### config.mk
export PLATFORM = sky130hd
export DESIGN_NAME = head_packer
export DESIGN_NICKNAME = d
export VERILOG_FILES = /design/src/rtl/head_packer.sv
export SDC_FILE = /design/constraint.sdc
export NUM_CORES = 1
export LEC_CHECK = 0
export CAP_MARGIN = 20
export CORE_MARGIN = 5
export CORE_UTILIZATION = 29
export CTS_CLUSTER_DIAMETER = 200
export DETAILED_ROUTE_END_ITERATION = 6
export PLACE_DENSITY = 0.79
export SYNTH_ARGS = -nofsm -noshare
export SYNTH_HDL_FRONTEND = slang
export SYNTH_SLANG_ARGS = --single-unit
### constraint.sdc
create_clock -name clk -period 1.55 [get_ports clk]
set_input_delay 0.155 -clock clk [delete_from_list [all_inputs] [get_ports clk]]
set_output_delay 0.155 -clock clk [all_outputs]
set_load 0.02 [all_outputs]
### src/rtl/head_packer.sv
// Packs signed int8 pixels from a show-ahead FIFO into 4x16-bit words, flagging the frame's last word.
// Optional HEAD_PACKER_SCALE_EN: each element is left-shifted by SHIFT and saturated to int16.
module head_packer #(
  parameter int IN_WIDTH  = 1,
  parameter int IN_HEIGHT = 1,
  parameter int SHIFT     = 0
) (
  input  logic        clk,
  input  logic        rst_n,
  input  logic [7:0]  i_data,
  input  logic        i_empty,
  output logic        fifo_rd_en,
  input  logic        i_almost_full,
  output logic [63:0] o_data,
  output logic        o_valid,
  output logic        o_last
);
  localparam int TOTAL = IN_WIDTH * IN_HEIGHT;
  localparam int PW    = $clog2(TOTAL) + 1;

  typedef enum logic {COLLECT, STALL} state_t;

  if (SHIFT < 0 || SHIFT > 15) begin : g_bad_shift
    $error("head_packer: SHIFT must be in 0..15");
  end

  state_t           state;
  logic [1:0]       idx;
  logic [PW-1:0]    pix;
  logic [3:0][15:0] slots;
  logic [3:0][15:0] fill;
  logic [15:0]      cvt;
  logic             frame_end;

  // rst_n is active-high despite its name; no pops while it is held
  assign fifo_rd_en = ~rst_n & ~i_empty & ~i_almost_full & (state == COLLECT);
  assign frame_end  = (pix == PW'(TOTAL - 1));

`ifdef HEAD_PACKER_SCALE_EN
  logic signed [31:0] ext;
  logic signed [31:0] scaled;
  assign ext    = {{24{i_data[7]}}, i_data};
  assign scaled = ext <<< SHIFT;
  assign cvt    = (scaled > 32'sd32767)  ? 16'h7FFF :
                  (scaled < -32'sd32768) ? 16'h8000 : scaled[15:0];
`else
  assign cvt = {{8{i_data[7]}}, i_data};
`endif

  // Slots above idx are always zero here, so a short final word needs no masking
  always_comb begin
    fill      = slots;
    fill[idx] = cvt;
  end

  always_ff @(posedge clk or posedge rst_n) begin
    if (rst_n) begin
      state   <= COLLECT;
      idx     <= '0;
      pix     <= '0;
      slots   <= '0;
      o_data  <= '0;
      o_valid <= 1'b0;
      o_last  <= 1'b0;
    end else begin
      state   <= i_almost_full ? STALL : COLLECT;
      o_valid <= 1'b0;
      o_last  <= 1'b0;
      if (fifo_rd_en) begin
        pix <= frame_end ? '0 : pix + 1'b1;
        if (idx == 2'd3 || frame_end) begin
          o_data  <= fill;
          o_valid <= 1'b1;
          o_last  <= frame_end;
          idx     <= '0;
          slots   <= '0;
        end else begin
          slots <= fill;
          idx   <= idx + 1'b1;
        end
      end
    end
  end
endmodule

# After elaboration in Yosys (flattened, before gate mapping)
# Cells that the tools add are included.
[word_totals]
out_inout_bits = 67
ff_bits = 134
[classes]
magnitude_cmp = 2
bitwise = 8
n_reduce_logical = 3
n_eq_ne = 1
n_addsub = 2
mux = 11
[op_table]
columns = ["cell", "count"]
rows = [
  ["64-bit bitwise mux", 1],
  ["64-bit two-way mux", 1],
  ["16-bit demux with 2-bit select", 1],
  ["16-bit two-way mux", 1],
  ["1-bit two-way mux", 6],
  ["1-bit NOT", 5],
  ["1-bit bitwise AND", 3],
  ["2-bit by 3-bit < comparator with 1-bit output (second input constant)", 1],
  ["2-bit by 1-bit adder with 2-bit output (second input constant)", 1],
  ["2-bit equality test (second input constant)", 1],
  ["2-bit by 1-bit >= comparator with 1-bit output (second input constant)", 1],
  ["2-bit two-way mux", 1],
  ["2-bit AND reduction", 1],
  ["1-bit adder (second input constant)", 1],
  ["1-bit logical AND", 1],
  ["1-bit logical OR", 1],
]

# Logic depth before layout (Yosys ltp)
# Gate-level depths: netlist of the first run.
[depth]
word_depth = 6
ltp_mapped = 2
depth_no_buf = 2

# Least setup slack after synthesis of the first run
# Ideal clock, no wire load.
[synth_path]
path_kind = "register to register"
from = "register state"
to = "register o_data[0]"
setup_time_ns = 0.125
arrival_time_ns = 1.369
path_slack_ns = 0.056
path_stages_with_launch = 3
path_cell_list = "dfrtp_1 nor4_4 mux2_2"
[synth_between]
elab_chain_len = 3
[synth_lines]
columns = ["element", "line_no", "source"]
rows = [
  ["start: declaration", "27", "state_t state;"],
  ["start signal: assignment", "66", "state <= i_almost_full ? STALL : COLLECT;"],
  ["1-bit NOT", "36", "assign fifo_rd_en = ~rst_n & ~i_empty & ~i_almost_full & (state == COLLECT);"],
  ["1-bit bitwise AND", "36", ""],
  ["named net fifo_rd_en", "12", "output logic fifo_rd_en,"],
  ["2-bit AND reduction (no line)", "--", ""],
  ["end signal: assignment", "72", "o_data <= fill;"],
  ["end: declaration", "14", "output logic [63:0] o_data,"],
]
# The timed path passes the listed nets, and every way through them passes these cells.
# A chain may end at the register's enable or synchronous reset.

# Worst setup path after layout of the first run
[layout_path]
from = "input rst_n"
to = "output fifo_rd_en"
[layout_between]
elab_chain_len = 4
[layout_lines]
columns = ["element", "line_no", "source"]
rows = [
  ["start: declaration", "9", "input logic rst_n,"],
  ["1-bit NOT", "36", ""],
  ["1-bit bitwise AND (3 in series)", "36", ""],
  ["end: declaration", "12", ""],
]
# Every way passes these cells.

==> impl_metrics.toml, run 1 <==
[sta]
clock_skew_ps = 3.46
slew_violations = 0
max_freq_ghz = 0.696
setup_slack_ps = 112
setup_tns_ps = 0
finalSetupViolCount = 0
layout_min_cycle_time_ps = 1440
hold_violations = 0
period_share_pct = 92.8
rsz0062_at_grt = "no"

[clock_tree]
clock_latency_ps = 260
clk_pin_slew_worst_paths_ps = 60
htree_levels = 1
cts_tree = "built"
clkSinkCount = 10
numCtsBuffers = 3
cts_root_buf = "clkbuf_4"
clk_path_buf_depth = 2

[finish]
fin_nets = 116
fin_cells = 133
drive_gt1_share_pct = 12.7
area_delta_synth_final_pct = 14.1
diodes = 0
fillCellCount = 291
final_core_util_pct = 33.9

[floorplanning]
start_util_pct = 29.7
die-area_mm2 = 0.00390
dieWidth_um = 62.4
core_area_mm2 = 0.00269
io_pins = 79
fp.dieH_um = 62.4
rows = 19

[setup_path]
critical_path_class = "input pin to output pin"
worstPathArrival_ps = 1280
path_max_fanout = 2
cp_num_buf_inv = 2
r2r-start = "state"
r2r.worst_path.cells = 3
max_stage_delay_ps = 460
path_delay_family = "buffers and inverters"
startpoint_type = "input pin"
critical_path.slowest_cell = "clkdlybuf4s50_1"
ff2ff_setup_slack_ps = 240
cp.required_ps = 1390
endpoint_kind = "output pin"
reg2reg_to = "o_data[4]"
crit_chain = "clkdlybuf4s50_1, nor4_4, dlygate4sd2_1"

[synthesis]
netlist_instances = 78
ys_seq_area_share_pct = 31.4
synth_most_common_cell = "buf_4"
syn_avg_cell_area_um2 = 10.2
synth_area_leader_cell = "buf_4"
synth_cell_types = 6
synth_commonest_cells = "57 x buf_4, 10 x dfrtp_1, 8 x mux2_2"
async_flop_share_pct = 100
synth_enable_flop_cells = 0
yosysWarnings = 0
ys_seq_elements = 10
synth_top_cell_area_share_pct = 53.7
synth.area.top_cells = "buf_4 54%, dfrtp_1 31%, mux2_2 11%"
netlist_area_um2 = 797
ys.flop_type = "dfrtp_1"

[place]
finalWeightedCongestion = 0.660
place_hpwl_um = 1250
io_buffers = 30
placed_cells = 130
preCtsSetupSlack_ps = -190

[min_path]
hold_path.class = "input pin to asynchronous set/reset pin"

[flow_run]
drv_cap = 0

[power_and_ir_drop]
p_sw_share_pct = 40.9
p_int_w = 0.000583
p_comb_share_pct = 48.1
pwr_density_cell_mw_per_mm2 = 1090
power_w = 0.000987
clock_power_share_pct = 17.3
power_switching_w = 0.000404
leakage_nw = 0.487
seqPwrFrac_pct = 34.6
peakVddDrop_mv = 0.540

[detailed_routing]
wl_um = 1390
dr.pass1.iters = 2
detail-route-antenna-nets = 0
wl_per_cell_um = 10.5
vias = 429
via_per_inst = 3.23
drc_errors = 0
drtIter0Drc = 2

[global_route]
grt_max_degree = 11
grtUsageTotal_pct = 6.49
grt_overflow = 0
antenna_found_initial = 0
grt_pass1_vias = 384
grt_pass1_wl_um = 1940

[run_status]
run_status = "finished clean"
[metrics by stage]
| stage | area [µm²] | hold WS (ps) |
|---|---|---|
| floorplan | 973 | -4.82 |
| global placement | 892 | 491 |
| detailed placement | 892 | 499 |
| CTS | 905 | 278 |
| global route | 910 | 300 |
| finish | 910 | 264 |
[sequential cells by signal, summed over array words and instances (netlist names)]
name    cells
state       1
o_data      8
o_last      1
[power by group through the flow]
stage	Clock (W)	Combinational [W]	Sequential, W
finish	0.000171	0.000475	0.000341
global route	0.000196	0.000506	0.000350
CTS	0.000184	0.000482	0.000344
detailed placement	0	0.000510	0.000352
global placement	0	0.000501	0.000345
floorplan	0	0.000373	0.000405
[final cells by class]
cell class	count	area, µm²	share of cell area [%]
Timing Repair Buffer	31	303	33.3
Multi-Input combinational cell	57	292	32.0
Sequential cell	10	250	27.5
Tap cell	31	38.8	4.26
Clock buffer	3	22.5	2.48
Inverter	1	3.75	0.413
[layer usage]
layer | GRT usage (%) | up-vias | wire, µm
met3 | 3.60 | 2 | 248
met2 | 12.7 | 43 | 773
met5 | 0 | - | 0
met1 | 5.20 | 195 | 362
li1 | - | 189 | -
met4 | 2.39 | 0 | 7
[kinds of logic (layout without fill, tap and decap cells)]
family                 after synthesis  count (layout)  share of synthesized area, %
buffers and inverters               58              35                          54.2
flip-flops                          10              10                          31.4
multiplexers                         8               8                          11.3
other                                1              48                         0.471
AND/OR/NAND/NOR                      1               1                          2.67
[placed cells by master, fill, tap and decap left out]
master,count
clkbuf_4,3
dfrtp_1,10
dlygate4sd2_1,8
mux2_2,8
nor4_4,1
dlymetal6s2s_1,2
buf_4,1
conb_1,48
inv_1,1
clkdlybuf4s50_1,20
[worst max path at each step]
stage | startpoint | endpoint | slack (ps) | depth (start not counted)
final | rst_n | fifo_rd_en | 110 | 3
after floorplan | state | o_data[0] | 60 | 2
after global routing | rst_n | fifo_rd_en | 80 | 3
after global placement | rst_n | fifo_rd_en | -160 | 3
after detailed placement | rst_n | fifo_rd_en | -190 | 3
after CTS | o_data[15] | o_data[13] | 4 | 1
[what timing repair did]
action                     4_1_cts  5_1_grt
setup endpoints to repair       10        2
hold buffers                     0        0
gates resized for setup          8        2
setup buffers                    0        0
pin swaps                        0        0
No activity file was read; power rests on OpenSTA's default activity.
==> inputs of run 2 (changes only) <==
- SETUP_SLACK_MARGIN: default -> 0.3
==> impl_metrics.toml, run 2 (synthesis results as in run 1) <==
[setup_path]
cp_num_buf_inv = 2
critical_path_class = "flop to flop"
crit_chain = "nor4_4, buf_4, buf_6, mux2_2"
startpoint_type = "flop"
ff2ff_setup_slack_ps = 280
critical_path.slowest_cell = "dfrtp_1"
max_stage_delay_ps = 390
crit_cells = 4
endpoint_kind = "flop"
path_max_fanout = 4
cp.required_ps = 1690
reg2reg_to = "o_data[6]"
r2r-start = "state"
worstSetupStartpoint = "state"
worstPathArrival_ps = 1410
r2r.worst_path.cells = 4
cp-endpoint = "o_data[6]"
path_delay_family = "flip-flops"

[power_and_ir_drop]
p_comb_share_pct = 47.4
leakage_nw = 0.519
p_int_w = 0.000573
seqPwrFrac_pct = 35.0
p_sw_share_pct = 41.5
peakVddDrop_mv = 0.496
power_switching_w = 0.000407
pwr_density_cell_mw_per_mm2 = 1050
clock_power_share_pct = 17.6

[global_route]
grt_pass1_vias = 449
antenna_found_initial = 0
grtUsageTotal_pct = 7.15
grt_pass1_wl_um = 2130
grt_max_degree = 11
grt_overflow = 0

[sta]
max_freq_ghz = 0.788
slew_violations = 0
hold_violations = 0
rsz0062_at_grt = "yes"
clock_skew_ps = 0.375
period_share_pct = 81.9
finalSetupViolCount = 0
setup_tns_ps = 0
layout_min_cycle_time_ps = 1270

[place]
place_hpwl_um = 1220
finalWeightedCongestion = 0.617
io_buffers = 30

[floorplanning]
start_util_pct = 29.7
die-area_mm2 = 0.00390
fp.dieH_um = 62.4
rows = 19
core_area_mm2 = 0.00269
io_pins = 79
dieWidth_um = 62.4

[detailed_routing]
drc_errors = 0
vias = 450
drtIter0Drc = 9
wl_um = 1520
detail-route-antenna-nets = 0
via_per_inst = 3.33
wl_per_cell_um = 11.2
dr.pass1.iters = 3

[finish]
mostFrequentLayoutCells = "48 x conb_1, 18 x dlygate4sd2_1, 9 x dfrtp_1"
multi_input_area_um2 = 314
fillCellCount = 288
layout_commonest_cell = "conb_1"
area_delta_synth_final_pct = 17.4
diodes = 0
final_core_util_pct = 34.8
largest_reg_flops = 8
regArea_um2 = 251
top_register = "o_data"
fin_nets = 118
drive_gt1_share_pct = 18.3
top_regs = "o_data: 8 flops, o_last: 1 flops, state: 1 flops"

[clock_tree]
htree_levels = 1
cts_root_buf = "clkbuf_4"
clk_path_buf_depth = 2
holdBufCountCts = 0
clk_pin_slew_worst_paths_ps = 60
numCtsBuffers = 3
clock_latency_ps = 250
cts_tree = "built"
clkSinkCount = 10

[min_path]
hold_path.class = "input pin to asynchronous set/reset pin"

[flow_run]
drv_cap = 0

[run_status]
run_status = "finished clean"
-- run 2: worst min path at each step --
stage                     startpoint        end  slack (ps)  cells past startpoint
after floorplan                rst_n  o_data[0]          -5                      1
after detailed placement   o_data[3]  o_data[3]         500                      1
after global routing           rst_n      state         110                      2
after CTS                      rst_n      state          70                      2
final                          rst_n  o_data[6]          70                      2
after global placement     o_data[6]  o_data[6]         490                      1
-- run 2: cell type report --
cell class / count / area share (%)
Multi-Input combinational cell: 57 / 33.6
Tap cell: 31 / 4.14
Sequential cell: 10 / 26.9
Clock buffer: 3 / 2.41
Inverter: 1 / 0.401
Timing Repair Buffer: 33 / 32.6
-- run 2: what timing repair did --
item / CTS / global route
endpoints found under the setup margin: 27 / 10
gates cloned: 1 / 0
setup buffers: 1 / 0
gates resized for setup: 34 / 6
-- run 2: through the flow --
step	instances	total power [W]	cell area, µm²	setup slack [ps]	hold slack, ps
global route	135	0.00104	936	199	107
detailed placement	130	0.000857	892	-199	497
global placement	130	0.000846	892	-187	489
CTS	135	0.000989	926	224	73.0
floorplan	125	0.000778	973	129	-4.82
finish	135	0.000980	936	281	65.7
-- run 2: routing by layer --
layer	vias to the layer above	global-route usage, %	part of all wire [%]
li1	191	-	-
met1	215	5.71	29
met2	42	14.0	54
met3	2	3.06	16
met4	0	3.98	0.73
met5	-	0	0
-- run 2: worst register-to-register path: stages (launching register included) --
cell     delay, ps
dfrtp_1        390
nor4_4         160
buf_4          170
buf_6          110
mux2_2         320
-- run 2: power groups by stage --
stage	Sequential [W]	Combinational, W	Clock, W
after floorplan	0.000405	0.000373	0
after global placement	0.000345	0.000501	0
after detailed placement	0.000350	0.000506	0
after CTS	0.000344	0.000456	0.000189
after global routing	0.000351	0.000490	0.000201
final	0.000344	0.000464	0.000172
==> inputs of run 3 (changes only) <==
- clock period: 1.55 -> 1.3 ns (I/O delays scaled with it)
==> impl_metrics.toml, run 3 (synthesis results as in run 1) <==
[floorplanning]
start_util_pct = 29.7
core_area_mm2 = 0.00269
die-area_mm2 = 0.00390
io_pins = 79
fp.dieH_um = 62.4
rows = 19
dieWidth_um = 62.4

[finish]
diodes = 0
fin_nets = 121
mostFrequentLayoutCells = "48 x conb_1, 14 x buf_6, 10 x buf_2"
top_regs = "o_data: 8 flops, o_last: 1 flops, state: 1 flops"
largest_reg_flops = 8
area_delta_synth_final_pct = 19.0
top_register = "o_data"
layout_commonest_cell = "conb_1"
drive_gt1_share_pct = 35.5
fin_area_um2 = 948

[sta]
setup_tns_ps = 0
setup_slack_ps = 43.2
period_share_pct = 96.7
rsz0062_at_grt = "yes"
max_freq_ghz = 0.796
clock_skew_ps = 2.03
layout_min_cycle_time_ps = 1260
finalSetupViolCount = 0
hold_violations = 0
slew_violations = 0

[global_route]
grt_pass1_wl_um = 2190
grtUsageTotal_pct = 7.41
grt_max_degree = 11
grt_overflow = 0
antenna_found_initial = 0
grt_pass1_vias = 448

[setup_path]
cp_num_buf_inv = 1
path_max_fanout = 4
max_stage_delay_ps = 390
worstPathArrival_ps = 1400
critical_path.slowest_cell = "dfrtp_1"
endpoint_kind = "flop"
critical_path_class = "flop to flop"
ff2ff_setup_slack_ps = 40
crit_chain = "nor4_4, buf_4, mux2_2"
cp.required_ps = 1440
startpoint_type = "flop"
path_delay_family = "flip-flops"

[power_and_ir_drop]
power_w = 0.00128
peakVddDrop_mv = 0.621
pwr_density_cell_mw_per_mm2 = 1350
leakage_nw = 0.526

[clock_tree]
cts_tree = "built"
cts_root_buf = "clkbuf_4"
numCtsBuffers = 3
clkSinkCount = 10
clock_latency_ps = 250
clk_path_buf_depth = 2
clk_pin_slew_worst_paths_ps = 60
htree_levels = 1

[place]
place_area_um2 = 892
io_buffers = 30
finalWeightedCongestion = 0.617
place_hpwl_um = 1220
preCtsSetupSlack_ps = -399

[detailed_routing]
wl_um = 1580
drc_errors = 0
vias = 453
wl_per_cell_um = 11.4
dr.pass1.iters = 4
via_per_inst = 3.28
detail-route-antenna-nets = 0
drtIter0Drc = 3

[flow_run]
drv_cap = 0

[min_path]
hold_path.class = "input pin to asynchronous set/reset pin"

[run_status]
run_status = "finished clean"
run 3: cell count changes in the layout (fill, tap and decap cells not counted):
cell | before | now
clkdlybuf4s15_1 | 1 | 0
clkdlybuf4s15_2 | 2 | 0
buf_6 | 2 | 14
mux2_2 | 2 | 3
buf_2 | 1 | 10
dlygate4sd2_1 | 18 | 3
mux2_4 | 6 | 5
run 3: power breakdown:
| part | internal, W | leakage, nW | switching (W) | total, W |
|---|---|---|---|---|
| Sequential | 0.000370 | 0.120 | 0.0000333 | 0.000403 |
| Combinational | 0.000290 | 0.392 | 0.000380 | 0.000670 |
| Clock | 0.000107 | 0.0138 | 0.0000988 | 0.000205 |
| Total | 0.000766 | 0.526 | 0.000512 | 0.00128 |
run 3: timing repair:
item                                    in CTS  in global routing
endpoints found under the setup margin      27                 18
hold buffers                                 0                  0
cloned                                       1                  0
buffers inserted                             4                  0
resized for setup                          106                  5
run 3: worst reg2reg max path, delay by kind of cell, from the launching register on:
kind / cells / cell delay (ps)
flops: 1 / 390
mux: 1 / 320
simple gates: 1 / 220
buf+inv: 1 / 200
run 3: through the flow:
step                hold slack, ps  cells  utilization, %
CTS                           48.0    138            34.7
finish                        39.6    138            35.3
global placement               489    130            33.2
floorplan                    -29.8    125               -
detailed placement             497    130            33.2
global route                  80.9    138            35.3
run 3: final timing paths:
path                                     from         end  depth (start not counted)
worst min-delay path                    rst_n   o_data[2]                          2
min in group clk                i_almost_full       state                          1
worst min register to register      o_data[3]   o_data[3]                          1
max in group asynchronous               rst_n  o_data[15]                          2
worst max-delay path                    state   o_data[4]                          3
worst max register to register          state   o_data[4]                          3
run 3: routing by layer:
layer  vias to the layer above  wire length [µm]  GRT usage [%]
met3                         2               238           3.06
met2                        42               855           14.4
li1                        198                 -              -
met5                         -                 0              0
met4                         0                11           3.98
met1                       211               474           6.15
run 3: area by class of cell:
class / count / area (µm²)
clock buffers: 3 / 22.5
fillers: 287 / 1740
inverters: 1 / 3.75
multi-input cells: 57 / 310
flip-flops and latches: 10 / 251
well taps: 31 / 38.8
repair buffers: 36 / 322
